===== src/rtl/stopwatch_btn_ctrl_if.sv =====
// Button inputs and controller outputs of the stopwatch button controller.
// All signals are plain levels; no handshake, count_clr is a single-cycle strobe.
interface stopwatch_btn_ctrl_if;
  logic       btn_start;
  logic       btn_lap;
  logic       count_en;
  logic       count_clr;
  logic       disp_hold;
  logic [1:0] state;

  modport master (
    output btn_start,
    output btn_lap,
    input  count_en,
    input  count_clr,
    input  disp_hold,
    input  state
  );

  modport slave (
    input  btn_start,
    input  btn_lap,
    output count_en,
    output count_clr,
    output disp_hold,
    output state
  );
endinterface


===== src/rtl/stopwatch_btn_ctrl.sv =====
// Stopwatch controller: per-button sync, debounce and one-pulse stages feeding a
// 4-state FSM (IDLE/RUN/PAUSE/LAP) that drives counter enable/clear and display hold.
module stopwatch_btn_ctrl #(
  parameter int DB_CYCLES = 100000,
  parameter int DB_W      = 17
) (
  input  logic                 clk,
  input  logic                 rst_n,
  stopwatch_btn_ctrl_if.slave  bus
);

  typedef enum logic [1:0] {
    S_IDLE  = 2'b00,
    S_RUN   = 2'b01,
    S_PAUSE = 2'b10,
    S_LAP   = 2'b11
  } state_e;

  localparam logic [DB_W-1:0] DB_LAST = DB_W'(DB_CYCLES - 1);

  // Bit 0 is the start/stop button, bit 1 is the lap/reset button.
  logic [1:0]      raw;
  logic [1:0]      s1_q;
  logic [1:0]      s2_q;
  logic [1:0]      db_q;
  logic [1:0]      db_d;
  logic [1:0]      db_dly_q;
  logic [1:0]      pulse_q;
  logic [1:0]      pulse_d;
  logic [DB_W-1:0] cnt_q [2];
  logic [DB_W-1:0] cnt_d [2];

  state_e state_q;
  state_e state_d;
  logic   count_en_q;
  logic   count_en_d;
  logic   count_clr_q;
  logic   count_clr_d;
  logic   disp_hold_q;
  logic   disp_hold_d;
  logic   p_start;
  logic   p_lap;

  assign raw = {bus.btn_lap, bus.btn_start};

  always_ff @(posedge clk or negedge rst_n) begin
    if (!rst_n) begin
      s1_q     <= '0;
      s2_q     <= '0;
      db_q     <= '0;
      db_dly_q <= '0;
      pulse_q  <= '0;
      for (int i = 0; i < 2; i++) begin
        cnt_q[i] <= '0;
      end
    end else begin
      s1_q     <= raw;
      s2_q     <= s1_q;
      db_q     <= db_d;
      db_dly_q <= db_q;
      pulse_q  <= pulse_d;
      for (int i = 0; i < 2; i++) begin
        cnt_q[i] <= cnt_d[i];
      end
    end
  end

  // The counter only advances while the synced level disagrees with the debounced one,
  // so any glitch shorter than DB_CYCLES restarts it from zero.
  always_comb begin
    db_d = db_q;
    for (int i = 0; i < 2; i++) begin
      cnt_d[i] = '0;
      if (s2_q[i] != db_q[i]) begin
        if (cnt_q[i] == DB_LAST) begin
          db_d[i] = s2_q[i];
        end else begin
          cnt_d[i] = cnt_q[i] + 1'b1;
        end
      end
    end
  end

  // Rising edge of the debounced level, registered: one cycle per press, none on release.
  assign pulse_d = db_q & ~db_dly_q;
  assign p_start = pulse_q[0];
  assign p_lap   = pulse_q[1];

  always_ff @(posedge clk or negedge rst_n) begin
    if (!rst_n) begin
      state_q     <= S_IDLE;
      count_en_q  <= 1'b0;
      count_clr_q <= 1'b0;
      disp_hold_q <= 1'b0;
    end else begin
      state_q     <= state_d;
      count_en_q  <= count_en_d;
      count_clr_q <= count_clr_d;
      disp_hold_q <= disp_hold_d;
    end
  end

  // Start has priority: a lap pulse in the same cycle is dropped.
  always_comb begin
    state_d = state_q;
    if (p_start) begin
      case (state_q)
        S_IDLE:  state_d = S_RUN;
        S_RUN:   state_d = S_PAUSE;
        S_PAUSE: state_d = S_RUN;
        S_LAP:   state_d = S_PAUSE;
        default: state_d = S_IDLE;
      endcase
    end else if (p_lap) begin
      case (state_q)
        S_IDLE:  state_d = S_IDLE;
        S_RUN:   state_d = S_LAP;
        S_PAUSE: state_d = S_IDLE;
        S_LAP:   state_d = S_RUN;
        default: state_d = S_IDLE;
      endcase
    end
  end

  // Outputs are decoded from the next state so they register on the same edge as the state.
  always_comb begin
    count_en_d  = (state_d == S_RUN) || (state_d == S_LAP);
    disp_hold_d = (state_d == S_LAP);
    count_clr_d = (state_q == S_PAUSE) && (state_d == S_IDLE);
  end

  assign bus.state     = state_q;
  assign bus.count_en  = count_en_q;
  assign bus.count_clr = count_clr_q;
  assign bus.disp_hold = disp_hold_q;

endmodule

===== src/flat_wrapper.sv =====
// flat-port wrapper written by rule: the top's interface ports become plain ports
module stopwatch_btn_ctrl_flat 
#(
  parameter int DB_CYCLES = 100000,
  parameter int DB_W      = 17
)
  (clk, rst_n, bus_btn_start, bus_btn_lap, bus_count_en, bus_count_clr, bus_disp_hold, bus_state);
  stopwatch_btn_ctrl_if bus_i ();
  input  logic clk;
  input  logic rst_n;
  input wire logic [$bits(bus_i.btn_start)-1:0] bus_btn_start;
  input wire logic [$bits(bus_i.btn_lap)-1:0] bus_btn_lap;
  output wire logic [$bits(bus_i.count_en)-1:0] bus_count_en;
  output wire logic [$bits(bus_i.count_clr)-1:0] bus_count_clr;
  output wire logic [$bits(bus_i.disp_hold)-1:0] bus_disp_hold;
  output wire logic [$bits(bus_i.state)-1:0] bus_state;
  assign bus_i.btn_start = bus_btn_start;
  assign bus_i.btn_lap = bus_btn_lap;
  assign bus_count_en = bus_i.count_en;
  assign bus_count_clr = bus_i.count_clr;
  assign bus_disp_hold = bus_i.disp_hold;
  assign bus_state = bus_i.state;
  stopwatch_btn_ctrl #(.DB_CYCLES(DB_CYCLES), .DB_W(DB_W)) u_core (.clk(clk), .rst_n(rst_n), .bus(bus_i));
endmodule

===== config.mk =====
export PLATFORM = sky130hd
export DESIGN_NAME = stopwatch_btn_ctrl_flat
export DESIGN_NICKNAME = d
export VERILOG_FILES = /design/src/rtl/stopwatch_btn_ctrl_if.sv /design/src/rtl/stopwatch_btn_ctrl.sv /design/src/flat_wrapper.sv
export SDC_FILE = /design/constraint.sdc
export NUM_CORES = 1
export LEC_CHECK = 0
export BUFFER_PORTS_ARGS = -buffer_cell sky130_fd_sc_hd__buf_2
export CORE_ASPECT_RATIO = 0.5
export CORE_UTILIZATION = 40
export DETAILED_ROUTE_END_ITERATION = 7
export PLACE_DENSITY = 0.62
export SLEW_MARGIN = 10
export SYNTH_ARGS = -nofsm -noshare
export SYNTH_HDL_FRONTEND = slang
export SYNTH_SLANG_ARGS = --single-unit

===== constraint.sdc =====
create_clock -name clk -period 1.6 [get_ports clk]
set_input_delay 0.08 -clock clk [delete_from_list [all_inputs] [get_ports clk]]
set_output_delay 0.08 -clock clk [all_outputs]
set_load 0.02 [all_outputs]

==> qor.txt <==
Total via count in the routed design - 1619
Post-synthesis compound-gate area fraction - 1.31%
Largest family of logic cells by synthesized area - simple AND/OR/NAND/NOR gates
FF+latch area - 0.00123 mm2
Area share of the largest cell type after synthesis - 55.8%
Clk pin slew, worst setup/hold paths - 0.09 ns
Clock insertion delay at the later pin of the skew report - 0.31 ns
Chip height - 54.4 um
Wire length of the first global-routing pass - 7.20 mm
Floorplan row count - 18
Adder-Cell Fraction of Synth Area - 1.14%
N_diodes - 0
Residual DRC - 0
Worst hold path type - primary input to asynchronous set/reset pin
Layout Cells excl Fill - 319
Total power - 2.28 mW
Worst Tran Pin Value - 0.471 ns
Die area - 0.00581 mm2
Post-Synthesis Cell Area - 0.00220 mm2
Total placed instance area - 0.00249 mm2
Unrepaired setup endpoints after global routing - yes
IO buf count - 8
Number of ports placed on the die boundary - 9
Ranking of synthesized cells by area - dfrtp_1 56%, xnor2_1 8.4%, nor2_1 6.2%
H-tree depth - 2
Root buffer selected by CTS - clkbuf_8
Top achievable clock speed - 592 MHz
Worst hold slack - 0.254 ns
Count of fill cells added during filler insertion - 458
Synth-to-layout area growth - 26.1%
Layout Skew - 0.00489 ns
Synth unique cells - 31
Power share of the combinational group - 5.6%
Syn avg cell area - 10.6 um2
Final instance area - 0.00277 mm2
Ratio of cells with drive above 1 in the final layout - 28.1%
Pre-CTS setup slack - -0.150 ns
Final setup vio count - 19
Sum of routed wire length over all layers - 4.28 mm
Clock net sink count - 49
Count of mapped cells out of synthesis - 207
Worst setup margin - -0.0906 ns
Most area-hungry cell type in the Yosys netlist - dfrtp_1
Die X-Extent - 107 um
Most instantiated cells after synthesis - 49 x dfrtp_1, 36 x nor2_1, 21 x xnor2_1
Share of cell area taken by muxes after synthesis - 1.03%
Ys async rst share - 100%
Required time at the endpoint of the critical path - 1.80 ns
Largest net degree at the start of global routing - 23
Number of buffers added by the clock tree synthesis step - 5
Remaining global-route overflow - 0
Run status - complete, but fails checks
Vias in the first global route - 1570
Multi-input logic area - 0.00100 mm2
Hold violation total from the final report - 0
Effective utilization at floorplan - 43.1%
Gpl congestion - 0.864
Failing checks - setup timing
Tcrit/Tclk final - 106%
EDFF count, synth - 0
Type of the setup path with the least slack - flip-flop to flip-flop
WP data arrival - 1.89 ns
Post-Route Utilization - 54.4%
TritonCTS clock tree - yes
Xor/xnor share of the synthesized area - 13.2%
Psw - 0.505 mW
Kind of start point of the critical path - flip-flop
Rel. slew slack - 68.6%
Slew Viols, Final - 0
Total nets after synthesis - 213
Number of search-and-repair iterations in the first detailed-routing pass - 4
Static leakage - 1.18 nW
Number of nets with antenna violations after routing - 0
Number of placed instances with taps included - 305
Number of DRC markers in iteration 0 - 79
Cell internal pwr - 1.78 mW
Clock share of power - 38.9%
Part of the Yosys area used for sequential elements - 55.8%
Count of warnings emitted by yosys - 0
Half-perimeter wire length of the detailed placement result - 2.79 mm
Setup TNS - -1.39 ns
Number of vias per cell - 5.08
Type of element capturing the critical path - flip-flop
Part of the power in registers - 55.4%
Number of buffers between clock root and the deepest sink - 2
Number of nets in the layout - 254
Most common cell in the synthesized netlist - dfrtp_1
Number of antenna violations at the first check in global routing - 0
Most used flip-flop cell after synthesis - dfrtp_1
Sw Share - 22.1%
Worst-path maximum fanout - 8
Max-cap violations - 0
Total track usage - 16.4%
Number of synthesized register bits - 49
Area share of and/or/nand/nor cells after synthesis - 24.2%
Total power divided by cell area - 825 mW/mm2
Routed WL per cell - 13.4 um
Final worst path period need - 1.69 ns
Core area - 0.00509 mm2
IR drop worst, VDD - 593 uV
==> layer usage <==
metal	global-route usage, %	wire [um]
met5	0	0
met2	26.8	2030
met3	3.57	114
met4	7.53	76
met1	21.5	2060
==> placed cells by master (no fill, tap or decap), types with 2 or more instances in the layout <==
cell type	netlist	routed
dfrtp_1	49	49
nor2_1	36	28
buf_4	0	25
xnor2_1	21	20
nand3_1	13	13
nand4_1	13	13
xor2_1	12	12
nand2_1	8	8
buf_2	1	8
inv_1	7	7
nor4_1	11	7
nor3_1	7	7
nor2_2	0	7
clkbuf_8	0	5
nor2b_1	3	3
nor4_2	1	3
buf_6	1	3
dlygate4sd3_1	0	3
o21ai_0	2	2
nor4_4	0	2
ha_2	0	2
==> worst paths after layout <==
path	slack, ns	cells after the start	startpoint	end
setup / recovery	-0.09	5	u_core.cnt_q[28]$_DFF_PN0_	u_core.cnt_q[22]$_DFF_PN0_
hold / removal	0.25	2	rst_n	u_core.cnt_q[15]$_DFF_PN0_
setup reg to reg	-0.09	5	u_core.cnt_q[28]$_DFF_PN0_	u_core.cnt_q[22]$_DFF_PN0_
hold reg to reg	0.36	0	u_core.s1_q[0]$_DFF_PN0_	u_core.s2_q[0]$_DFF_PN0_
max in group asynchronous	0.77	3	rst_n	u_core.cnt_q[17]$_DFF_PN0_
min in group clk	0.36	0	u_core.s1_q[0]$_DFF_PN0_	u_core.s2_q[0]$_DFF_PN0_
==> what timing repair did <==
item | in CTS | in global routing
gates resized for setup | 13 | 14
buffers inserted | 1 | 1
setup endpoints to repair | 18 | 36
gates cloned | 1 | 0
hold buffers | 3 | 0
endpoints found under the hold margin | 22 | 0
pin swaps | 6 | 7
==> state kept, by name, indices dropped and copies added, names as in the netlist <==
signal	cells
u_core.bus.count_clr	1
u_core.bus.disp_hold	1
u_core.cnt_q	34
u_core.bus.state	2
u_core.pulse_q	2
u_core.db_q	2
u_core.s1_q	2
u_core.s2_q	2
u_core.db_dly_q	2
u_core.bus.count_en	1
==> power groups by stage <==
stage	clock network, mW	logic [mW]	registers [mW]
2_1_floorplan	0	0.0444	1.29
3_3_place_gp	0	0.108	1.29
3_5_place_dp	0	0.111	1.29
4_1_cts	0.930	0.129	1.27
5_1_grt	0.980	0.145	1.27
6_report	0.889	0.128	1.27
==> kinds of logic (layout without fill, tap and decap cells) <==
family	after synthesis	in the layout
simple gates	103	103
flops	49	49
xor+xnor	33	33
buf+inv	13	55
compound gates	5	5
fa+ha+maj	2	2
mux	2	2
==> critical path: stages, from the launching register on <==
cell and delay [ns]:
dfrtp_1 0.38, or4_4 0.54, nor4_4 0.29, or2_4 0.19
buf_6 0.13, nor2_1 0.05
==> area by class of cell <==
cell class                      instances  area share (%)
Inverter                                7           0.949
Clock buffer                            5            2.49
Clock inverter                          3            1.67
Multi-Input combinational cell        145            36.2
Timing Repair Buffer                   40            11.3
Tap cell                               70            3.16
Sequential cell                        49            44.3
(Power assumes the default switching activity.)
